==> src/rtl/cpu_bus_write_fifo_if.sv <==
// Bus bundle for cpu_bus_write_fifo: CPU write capture side and valid/ready drain side.
// The slave modport is the FIFO's view; master is the environment's view.
interface cpu_bus_write_fifo_if #(
    parameter int unsigned DEPTH = 16
);
    localparam int unsigned LW = $clog2(DEPTH) + 1;

    logic          EN;
    logic          WE;
    logic [1:0]    BRAM_SELECT;
    logic [13:0]   BRAM_ADDR;
    logic [15:0]   DATA_IN;
    logic          M_VALID;
    logic          M_READY;
    logic [1:0]    M_SELECT;
    logic [13:0]   M_ADDR;
    logic [15:0]   M_DATA;
    logic [LW-1:0] LEVEL;
    logic          OVERFLOW;
    logic          OVF_CLR;
    logic [7:0]    ERR_CNT;

    modport slave (
        input  EN, WE, BRAM_SELECT, BRAM_ADDR, DATA_IN, M_READY, OVF_CLR,
        output M_VALID, M_SELECT, M_ADDR, M_DATA, LEVEL, OVERFLOW, ERR_CNT
    );

    modport master (
        output EN, WE, BRAM_SELECT, BRAM_ADDR, DATA_IN, M_READY, OVF_CLR,
        input  M_VALID, M_SELECT, M_ADDR, M_DATA, LEVEL, OVERFLOW, ERR_CNT
    );
endinterface

==> src/rtl/cpu_bus_write_fifo.sv <==
// Queues filtered CPU bus writes and drains them first-word-fall-through over valid/ready.
// Optional address range check on select 0 enabled by macro CPU_BUS_ADDR_RANGE_CHECK_EN.
module cpu_bus_write_fifo #(
    parameter int unsigned DEPTH       = 16,
    parameter logic [3:0]  SELECT_MASK = 4'b1111,
    parameter logic [13:0] CTL_LIMIT   = 14'h0100
) (
    input  logic                   BUS_CLK,
    input  logic                   RST_N,
    cpu_bus_write_fifo_if.slave    bus
);
    localparam int unsigned AW = $clog2(DEPTH);
    localparam int unsigned PW = AW + 1;
    localparam int unsigned LW = AW + 1;

    typedef struct packed {
        logic [1:0]  sel;
        logic [13:0] addr;
        logic [15:0] data;
    } wr_entry_t;

    typedef enum logic {ST_EMPTY = 1'b0, ST_VALID = 1'b1} state_t;

    state_t    state_q, state_d;
    wr_entry_t head_q, head_d;
    wr_entry_t mem_q [DEPTH];
    logic [PW-1:0] wr_q, wr_d, rd_q, rd_d;
    logic [LW-1:0] level_q, level_d;
    logic          ovf_q, ovf_d;
    logic [AW-1:0] rd_nidx;
    wr_entry_t in_entry;
    logic      wr_strobe, push_req, push, pop, full, ovf_set;

    assign in_entry  = '{sel: bus.BRAM_SELECT, addr: bus.BRAM_ADDR, data: bus.DATA_IN};
    assign wr_strobe = bus.EN & bus.WE & SELECT_MASK[bus.BRAM_SELECT];

`ifdef CPU_BUS_ADDR_RANGE_CHECK_EN
    logic       range_bad;
    logic [7:0] err_q;

    assign range_bad = (bus.BRAM_SELECT == 2'd0) && (bus.BRAM_ADDR >= CTL_LIMIT);
    assign push_req  = wr_strobe & ~range_bad;

    // Saturating count of writes rejected by the range check
    always_ff @(posedge BUS_CLK or negedge RST_N) begin
        if (!RST_N)                                  err_q <= 8'h00;
        else if (wr_strobe && range_bad && err_q != 8'hFF) err_q <= err_q + 8'(1);
    end
    assign bus.ERR_CNT = err_q;
`else
    logic unused_range;
    assign unused_range = ^CTL_LIMIT;
    assign push_req     = wr_strobe;
    assign bus.ERR_CNT  = 8'h00;
`endif

    // Full when pointers differ only in the wrap bit
    assign full    = (wr_q[AW] != rd_q[AW]) && (wr_q[AW-1:0] == rd_q[AW-1:0]);
    assign pop     = (state_q == ST_VALID) & bus.M_READY;
    assign push    = push_req & (~full | pop);
    assign ovf_set = push_req & full & ~pop;
    assign rd_nidx = rd_q[AW-1:0] + AW'(1);

    always_comb begin
        state_d = state_q;
        head_d  = head_q;
        wr_d    = wr_q;
        rd_d    = rd_q;
        level_d = level_q;
        ovf_d   = ovf_q;
        case (state_q)
            ST_EMPTY: begin
                if (push) begin
                    state_d = ST_VALID;
                    head_d  = in_entry;
                end
            end
            ST_VALID: begin
                if (pop) begin
                    if (level_q != LW'(1)) head_d  = mem_q[rd_nidx];
                    else if (push)         head_d  = in_entry;
                    else                   state_d = ST_EMPTY;
                end
            end
            default: state_d = ST_EMPTY;
        endcase
        if (push) wr_d = wr_q + PW'(1);
        if (pop)  rd_d = rd_q + PW'(1);
        if (push && !pop)      level_d = level_q + LW'(1);
        else if (pop && !push) level_d = level_q - LW'(1);
        if (bus.OVF_CLR) ovf_d = 1'b0;
        if (ovf_set)     ovf_d = 1'b1;
    end

    always_ff @(posedge BUS_CLK or negedge RST_N) begin
        if (!RST_N) begin
            state_q <= ST_EMPTY;
            head_q  <= '0;
            wr_q    <= '0;
            rd_q    <= '0;
            level_q <= '0;
            ovf_q   <= 1'b0;
        end else begin
            state_q <= state_d;
            head_q  <= head_d;
            wr_q    <= wr_d;
            rd_q    <= rd_d;
            level_q <= level_d;
            ovf_q   <= ovf_d;
        end
    end

    // Storage needs no reset: only slots between the pointers are ever read
    always_ff @(posedge BUS_CLK) begin
        if (push) mem_q[wr_q[AW-1:0]] <= in_entry;
    end

    assign bus.M_VALID  = (state_q == ST_VALID);
    assign bus.M_SELECT = head_q.sel;
    assign bus.M_ADDR   = head_q.addr;
    assign bus.M_DATA   = head_q.data;
    assign bus.LEVEL    = level_q;
    assign bus.OVERFLOW = ovf_q;
endmodule

==> src/flat_wrapper.sv <==
// flat-port wrapper written by rule: the top's interface ports become plain ports
module cpu_bus_write_fifo_flat 
#(
    parameter int unsigned DEPTH       = 16,
    parameter logic [3:0]  SELECT_MASK = 4'b1111,
    parameter logic [13:0] CTL_LIMIT   = 14'h0100
)
  (BUS_CLK, RST_N, bus_EN, bus_WE, bus_BRAM_SELECT, bus_BRAM_ADDR, bus_DATA_IN, bus_M_READY, bus_OVF_CLR, bus_M_VALID, bus_M_SELECT, bus_M_ADDR, bus_M_DATA, bus_LEVEL, bus_OVERFLOW, bus_ERR_CNT);
  cpu_bus_write_fifo_if #(.DEPTH(DEPTH)) bus_i ();
  input  logic BUS_CLK;
  input  logic RST_N;
  input wire logic [$bits(bus_i.EN)-1:0] bus_EN;
  input wire logic [$bits(bus_i.WE)-1:0] bus_WE;
  input wire logic [$bits(bus_i.BRAM_SELECT)-1:0] bus_BRAM_SELECT;
  input wire logic [$bits(bus_i.BRAM_ADDR)-1:0] bus_BRAM_ADDR;
  input wire logic [$bits(bus_i.DATA_IN)-1:0] bus_DATA_IN;
  input wire logic [$bits(bus_i.M_READY)-1:0] bus_M_READY;
  input wire logic [$bits(bus_i.OVF_CLR)-1:0] bus_OVF_CLR;
  output wire logic [$bits(bus_i.M_VALID)-1:0] bus_M_VALID;
  output wire logic [$bits(bus_i.M_SELECT)-1:0] bus_M_SELECT;
  output wire logic [$bits(bus_i.M_ADDR)-1:0] bus_M_ADDR;
  output wire logic [$bits(bus_i.M_DATA)-1:0] bus_M_DATA;
  output wire logic [$bits(bus_i.LEVEL)-1:0] bus_LEVEL;
  output wire logic [$bits(bus_i.OVERFLOW)-1:0] bus_OVERFLOW;
  output wire logic [$bits(bus_i.ERR_CNT)-1:0] bus_ERR_CNT;
  assign bus_i.EN = bus_EN;
  assign bus_i.WE = bus_WE;
  assign bus_i.BRAM_SELECT = bus_BRAM_SELECT;
  assign bus_i.BRAM_ADDR = bus_BRAM_ADDR;
  assign bus_i.DATA_IN = bus_DATA_IN;
  assign bus_i.M_READY = bus_M_READY;
  assign bus_i.OVF_CLR = bus_OVF_CLR;
  assign bus_M_VALID = bus_i.M_VALID;
  assign bus_M_SELECT = bus_i.M_SELECT;
  assign bus_M_ADDR = bus_i.M_ADDR;
  assign bus_M_DATA = bus_i.M_DATA;
  assign bus_LEVEL = bus_i.LEVEL;
  assign bus_OVERFLOW = bus_i.OVERFLOW;
  assign bus_ERR_CNT = bus_i.ERR_CNT;
  cpu_bus_write_fifo #(.DEPTH(DEPTH), .SELECT_MASK(SELECT_MASK), .CTL_LIMIT(CTL_LIMIT)) u_core (.BUS_CLK(BUS_CLK), .RST_N(RST_N), .bus(bus_i));
endmodule
==> config.mk <==
export PLATFORM = sky130hd
export DESIGN_NAME = cpu_bus_write_fifo_flat
export DESIGN_NICKNAME = d
export VERILOG_FILES = /design/src/rtl/cpu_bus_write_fifo_if.sv /design/src/rtl/cpu_bus_write_fifo.sv /design/src/flat_wrapper.sv
export SDC_FILE = /design/constraint.sdc
export NUM_CORES = 1
export LEC_CHECK = 0
export ABC_AREA = 1
export CORE_UTILIZATION = 43
export CTS_BUF_LIST = sky130_fd_sc_hd__clkbuf_8 sky130_fd_sc_hd__clkbuf_16
export DETAILED_ROUTE_END_ITERATION = 16
export PLACE_DENSITY = 0.57
export SYNTH_ARGS = -nofsm -noshare
export SYNTH_HDL_FRONTEND = slang
export SYNTH_SLANG_ARGS = --single-unit
==> constraint.sdc <==
create_clock -name BUS_CLK -period 3.7 [get_ports BUS_CLK]
set_clock_uncertainty 0.05 [all_clocks]
set_input_delay 0.74 -clock BUS_CLK [delete_from_list [all_inputs] [get_ports BUS_CLK]]
set_output_delay 0.74 -clock BUS_CLK [all_outputs]
set_load 0.01 [all_outputs]
==> results of run 1 <==
-- critical path, stage by stage (launching register included) --
cell and delay [ns]:
dfrtp_4 0.50, buf_4 0.54, buf_4 0.68, nand2_1 0.10, nand2_1 0.09, nand2_1 0.05, nand3_1 0.12, nand3_1 0.20
nand3_1 0.19, nand3_1 0.10, nand2_1 0.09
-- routing by layer --
| metal | up-vias | GRT usage | part of all wire |
|---|---|---|---|
| li1 | 7834 | - | - |
| met1 | 7852 | 0.286 | 0.44 |
| met2 | 416 | 0.372 | 0.49 |
| met3 | 101 | 0.0258 | 0.042 |
| met4 | 0 | 0.0695 | 0.025 |
| met5 | - | 0 | 0 |
-- final cells by class --
class / instances / area [µm²]
clock inverters: 48 / 399
repair buffers: 128 / 1300
inverters: 277 / 1050
clock buffers: 62 / 1520
flip-flops and latches: 561 / 16600
multi-input cells: 1393 / 6190
well taps: 748 / 936
fillers: 5014 / 27500
-- placed cells by master, fill, tap and decap left out, types with 4 or more instances in the layout --
cell type / Yosys / layout
bufinv_16: 0 / 6
clkinvlp_4: 0 / 4
clkbuf_16: 0 / 59
edfxtp_1: 512 / 512
xor2_1: 10 / 10
clkinv_1: 0 / 10
nand2_1: 896 / 895
buf_12: 0 / 12
nand2_2: 3 / 4
dfrtp_1: 49 / 48
nand3_1: 413 / 413
o21ai_0: 8 / 8
conb_1: 1 / 8
nor2_1: 24 / 8
nand3_2: 11 / 11
ha_1: 9 / 8
clkdlybuf4s50_1: 0 / 75
clkinv_2: 0 / 17
nor2_4: 0 / 16
inv_1: 273 / 281
buf_4: 16 / 40
-- per-stage QoR --
stage               cell area [µm²]  power, mW
global route                  28000       24.3
finish                        28000       22.9
CTS                           28000       23.1
global placement              26100       17.2
detailed placement            26100       17.3
floorplan                     24400       14.0
-- report_power, final --
part / leakage (nW) / internal, mW / switching [mW]
combinational: 5.43 / 2.88 / 6.38
clock: 0.978 / 3.37 / 2.46
sequential: 5.21 / 7.49 / 0.281
-- cell families (layout without fill, tap and decap cells) --
group                      Yosys count  count (layout)  share of synthesized area
AOI/OAI and AO/OA                   11              11                    0.00252
xor gates and xnor gates            13              13                    0.00576
adders and majority gates            9               9                    0.00462
buffers and inverters              408             515                     0.0715
DFF                                561             561                      0.682
other                                1               8                   0.000154
and+or+nand+nor                   1352            1352                      0.234
-- path summary, 6_finish.rpt --
path                                        from               endpoint  slack, ns  cells after the start
max                               u_core.rd_q[0]  u_core.bus.M_DATA[10]       0.84                     10
min                                        RST_N   u_core.bus.M_ADDR[6]       0.19                      1
max reg2reg                       u_core.rd_q[0]  u_core.bus.M_DATA[10]       0.84                     10
min reg2reg                u_core.bus.M_DATA[15]  u_core.bus.M_DATA[15]       0.43                      2
max in group asynchronous                  RST_N  u_core.bus.M_DATA[11]       2.63                      2
min in group BUS_CLK       u_core.bus.M_DATA[15]  u_core.bus.M_DATA[15]       0.43                      2
-- state kept, by name (all words and copies together), names as in the netlist --
name / count
u_core.wr_q: 5
u_core.bus.M_VALID: 1
u_core.bus.M_DATA: 16
u_core.rd_q: 5
u_core.bus.M_SELECT: 2
u_core.mem_q: 512
u_core.bus.M_ADDR: 14
u_core.bus.OVERFLOW: 1
u_core.bus.LEVEL: 5
==> results by group, run 1 <==
Run status
  – Status: finished clean

Finish
  – P&R area growth vs syn: 15.0%
  – Ant. Diodes: 0
  – Final Util: 0.504
  – Final net count: roughly 2,500
  – Layout cell share with drive strength beyond 1: 0.0765
  – Non-filler instance count after layout: around 3,200

Clock network
  – Worst-Skew Late Latency: roughly 0.62 ns
  – Clock sink count: 561
  – Root buffer cell: clkbuf_16
  – CTS Buf Count: 58
  – Post-cts resize count: 0
  – Cts hold-fix bufs: 0
  – H-tree Lvls: 2
  – Post-CTS setup buffers: 0
  – Clock buffer depth: 3
  – Clock Pin Slew Worst Setup and Hold Paths: about 0.06 ns
  – CTS tree: built

Critical path
  – Critical path startpoint category: flip-flop
  – Crit. End Element: flip-flop
  – Worst EP required: roughly 4.2 ns
  – Worst EP arrival: 3.36 ns
  – Critical path type: reg -> reg
  – Worst-path fanout max: 60

Yosys
  – Post-synthesis cell area: between 20,000 and 25,000 µm²
  – Synth async-reset ratio: 0.0873
  – Most common cell in the netlist: nand2_1
  – Sequential fraction of the synthesis area: 0.682
  – Top cell type's share of synthesized area: 0.631
  – Synth Instances: approximately 2,400
  – Library cells used by synthesis: 27
  – Average cell area after synthesis: between 10 and 15 µm²
  – Post-synth top cells: 896 x nand2_1, 512 x edfxtp_1, 413 x nand3_1
  – Yosys warns: 0
  – Main synth FF type: edfxtp_1
  – Number of synthesized flops with an enable pin: between 500 and 600
  – Synth Register Bits: roughly 560
  – Largest area contributor in the netlist: edfxtp_1
  – Ranking of synthesized cells by area: edfxtp_1 63%, nand2_1 14%, nand3_1 8.5%

Routing
  – DR vias: around 16,000
  – Detailed-route wire length: 61.2 mm
  – DRT antenna net count: 0
  – 1st-iter DRT viols: between 1,000 and 1,500
  – Vias/cell: roughly 5.0
  – Router iterations before antenna repair: 5
  – DR WL/cell: about 19 µm
  – DRC viols: 0

Power
  – Leak: about 12 nW
  – Worst vdd ir: between 0.8 and 0.9 mV
  – Pwr/cell area: 817 nW/µm²

Die
  – Standard-cell row count: 86
  – Die Wd: between 200 and 250 µm
  – Die Y: 240 µm
  – Starting density of the core: 0.439
  – Placeable Area: 55,500 µm²
  – Ports: 85
  – Die footprint: between 50,000 and 60,000 µm²

Placed design
  – Dpl cells: 3,107
  – IO Port Bufs: between 70 and 80
  – Pre-CTS WS: about 0.49 ns
  – Final RePlAce weighted congestion: about 0.81
  – DP HPWL: roughly 34 mm

STA
  – Final cycle utilization of the critical path: 0.774
  – # setup viols final: 0
  – Final Hold Vio Count: 0
  – Worst-margin pin slew: roughly 0.98 ns
  – Rel. slew slack: 0.347
  – Minimum clock period: ~2.9 ns
  – RSZ-0062 raised after global routing: no
  – Slew Viols, Final: 0
  – Fin worst setup slack: roughly 0.84 ns
  – Final Hold Slack: 0.189 ns
  – Setup TNS: 0 ns
  – FMAX: ~350 MHz

Global routing
  – GRT overflow: 0
  – Number of global-route vias before repair: approximately 16,000
  – Largest net degree at the start of global routing: approximately 150
  – Initial antenna violation count: 0
  – GRT Overall Usage: 0.217
  – First-pass GRT wire length: around 94 mm

Hold path
  – Hold crit path type: in -> async

Run
  – Max-Cap Viols: 0
No activity file was read; power rests on OpenSTA's default activity.
==> run 2: changes to the inputs <==
Settings changed: PLACE_DENSITY 0.57 to 0.6.
Clock period 3.7 ns to 2.42 ns, I/O delays scaled along.
==> results by group, run 2 (synthesis results as in run 1) <==
STA
  – Minimum clock period: 2.27 ns (was 2.86 ns)
  – Slew Viols, Final: 0 (unchanged)
  – Final Hold Vio Count: 0 (unchanged)
  – Final cycle utilization of the critical path: 0.939 (was 0.774)
  – Setup TNS: 0 ns (unchanged)
  – Rel. slew slack: 0.346 (was 0.347)
  – Worst-margin pin slew: 0.981 ns (was 0.979 ns)
  – Final Hold Slack: 0.353 ns (was 0.189 ns)
  – # setup viols final: 0 (unchanged)
  – FMAX: 440 MHz (was 349 MHz)
  – RSZ-0062 raised after global routing: no (unchanged)

Finish
  – Most common cell after layout, fill and taps aside: nand2_1 (unchanged)
  – Final net count: 2,534 (was 2,466)
  – P&R area growth vs syn: 19.2% (was 15.0%)
  – Ant. Diodes: 0 (unchanged)
  – Layout cell share with drive strength beyond 1: 0.0985 (was 0.0765)
  – Most frequent cells in the layout: 895 x nand2_1, 512 x edfxtp_1, 413 x nand3_1, 287 x inv_1, 75 x clkdlybuf4s50_1 (was 895 x nand2_1, 512 x edfxtp_1, 413 x nand3_1, 281 x inv_1, 75 x clkdlybuf4s50_1)
  – Max reg flops: 512 (unchanged)

Placed design
  – Final RePlAce weighted congestion: 0.819 (was 0.814)
  – IO Port Bufs: 76 (unchanged)
  – DP HPWL: 35.7 mm (was 34.3 mm)

Routing
  – DRT antenna net count: 0 (unchanged)
  – Detailed-route wire length: 61.0 mm (was 61.2 mm)
  – 1st-iter DRT viols: 1,343 (was 1,188)
  – DR vias: 16,600 (was 16,200)
  – Vias/cell: 5.05 (was 5.04)
  – DRC viols: 0 (unchanged)
  – DR WL/cell: 18.6 µm (was 19.0 µm)
  – Router iterations before antenna repair: 5 (unchanged)

Hold path
  – Hold crit path type: in -> async (unchanged)

Run status
  – Status: finished clean (unchanged)

Die
  – Ports: 85 (unchanged)
  – Die footprint: 57,600 µm² (unchanged)
  – Standard-cell row count: 86 (unchanged)
  – Die Wd: 240 µm (unchanged)
  – Placeable Area: 55,500 µm² (unchanged)
  – Die Y: 240 µm (unchanged)
  – Starting density of the core: 0.439 (unchanged)

Clock network
  – CTS Buf Count: 60 (was 58)
  – Worst-Skew Late Latency: 0.63 ns (was 0.62 ns)
  – Clock buffer depth: 3 (unchanged)
  – Root buffer cell: clkbuf_16 (unchanged)
  – Post-CTS setup buffers: 0 (unchanged)
  – Clock sink count: 561 (unchanged)
  – Clock Pin Slew Worst Setup and Hold Paths: 0.06 ns (about the same)
  – CTS tree: built (unchanged)
  – H-tree Lvls: 2 (unchanged)

Critical path
  – Crit. End Element: flip-flop (unchanged)
  – Worst path cell trace: buf_4 > buf_16 > nand2_1 > nand3_1 > nand3_1 > nand3_1 > nand3_1 > nand3_1 > nand2_1 (was buf_4 > buf_4 > nand2_1 > nand2_1 > nand2_1 > nand3_1 > nand3_1 > nand3_1 > nand3_1 > nand2_1)
  – Worst-path fanout max: 176 (was 60)
  – Worst EP arrival: 2.73 ns (was 3.36 ns)
  – Most frequent cell on the critical path: nand3_1
  – Worst path max stage delay: 0.43 ns (was 0.68 ns)
  – Worst EP required: 2.88 ns (was 4.19 ns)
  – Critical path type: reg -> reg (unchanged)
  – Slowest CP cell: dfrtp_4 (was buf_4)
  – Critical path startpoint category: flip-flop (unchanged)

Power
  – Pwr/cell area: 1240 nW/µm² (was 817 nW/µm²)
  – Pwr Total: 36.1 mW (was 22.9 mW)
  – Worst vdd ir: 1.21 mV (was 0.856 mV)
  – Leak: 12.1 nW (was 11.6 nW)

Global routing
  – Initial antenna violation count: 0 (unchanged)
  – Number of global-route vias before repair: 16,100 (was 15,900)
  – Largest net degree at the start of global routing: 177 (was 154)
  – GRT Overall Usage: 0.217 (about the same)
  – GRT overflow: 0 (unchanged)
  – First-pass GRT wire length: 94.8 mm (was 94.4 mm)

Run
  – Max-Cap Viols: 0 (unchanged)
-- run 2: what timing repair did --
action	CTS	global route
resized for setup	0	4
hold buffers	1	0
hold endpoints to repair	49	0
setup endpoints to repair	0	7
-- run 2: worst max-delay path, delay by kind of cell, from the launching register on --
kind | cells | cell delay (ns)
buf+inv | 2 | 0.56
flops | 1 | 0.43
simple gates | 7 | 0.79
-- run 2: layout make-up --
class,instances,area (µm²)
clock buffers,66,1580
clock inverters,46,419
fillers,4855,26500
inverters,277,1050
multi-input cells,1393,6190
flip-flops and latches,561,16600
well taps,748,936
repair buffers,194,2240
-- run 2: power breakdown --
part / total, mW / switching (mW) / internal [mW]
logic: 15.1 / 9.89 / 5.17
clock network: 9.25 / 3.74 / 5.51
registers: 11.8 / 0.361 / 11.5
-- run 2: stage by stage --
step / std cells / util / worst slack (ns) / instance area [µm²]
finish: 3285 / 0.523 / 0.149 / 29000
CTS: 3285 / 0.523 / 0.0320 / 29000
global route: 3285 / 0.523 / 0.0335 / 29000
floorplan: 2362 / - / -0.146 / 24400
global placement: 3172 / 0.486 / -0.372 / 27000
detailed placement: 3172 / 0.486 / -0.283 / 27000
-- run 2: worst paths after layout --
path	slack (ns)	from	depth (start not counted)	endpoint
max	0.15	u_core.rd_q[0]	9	u_core.bus.M_ADDR[3]
min	0.35	RST_N	3	u_core.bus.M_ADDR[10]
max reg2reg	0.15	u_core.rd_q[0]	9	u_core.bus.M_ADDR[3]
min reg2reg	0.43	u_core.bus.M_ADDR[7]	2	u_core.bus.M_ADDR[7]
max in group asynchronous	1.65	RST_N	3	u_core.rd_q[0]
min in group BUS_CLK	0.39	bus_OVF_CLR	2	u_core.bus.OVERFLOW
-- run 2: per-layer routing --
| metal | global-route usage | wire length (µm) |
|---|---|---|
| met5 | 0 | 0 |
| met4 | 0.0786 | 1870 |
| met3 | 0.0327 | 3510 |
| met2 | 0.367 | 30000 |
| met1 | 0.283 | 25500 |
==> run 3: changes to the inputs <==
Settings changed: CAP_MARGIN set to 20.
==> results of run 3 <==
No change in the layout: final DEF, timing and power equal those of run 2.
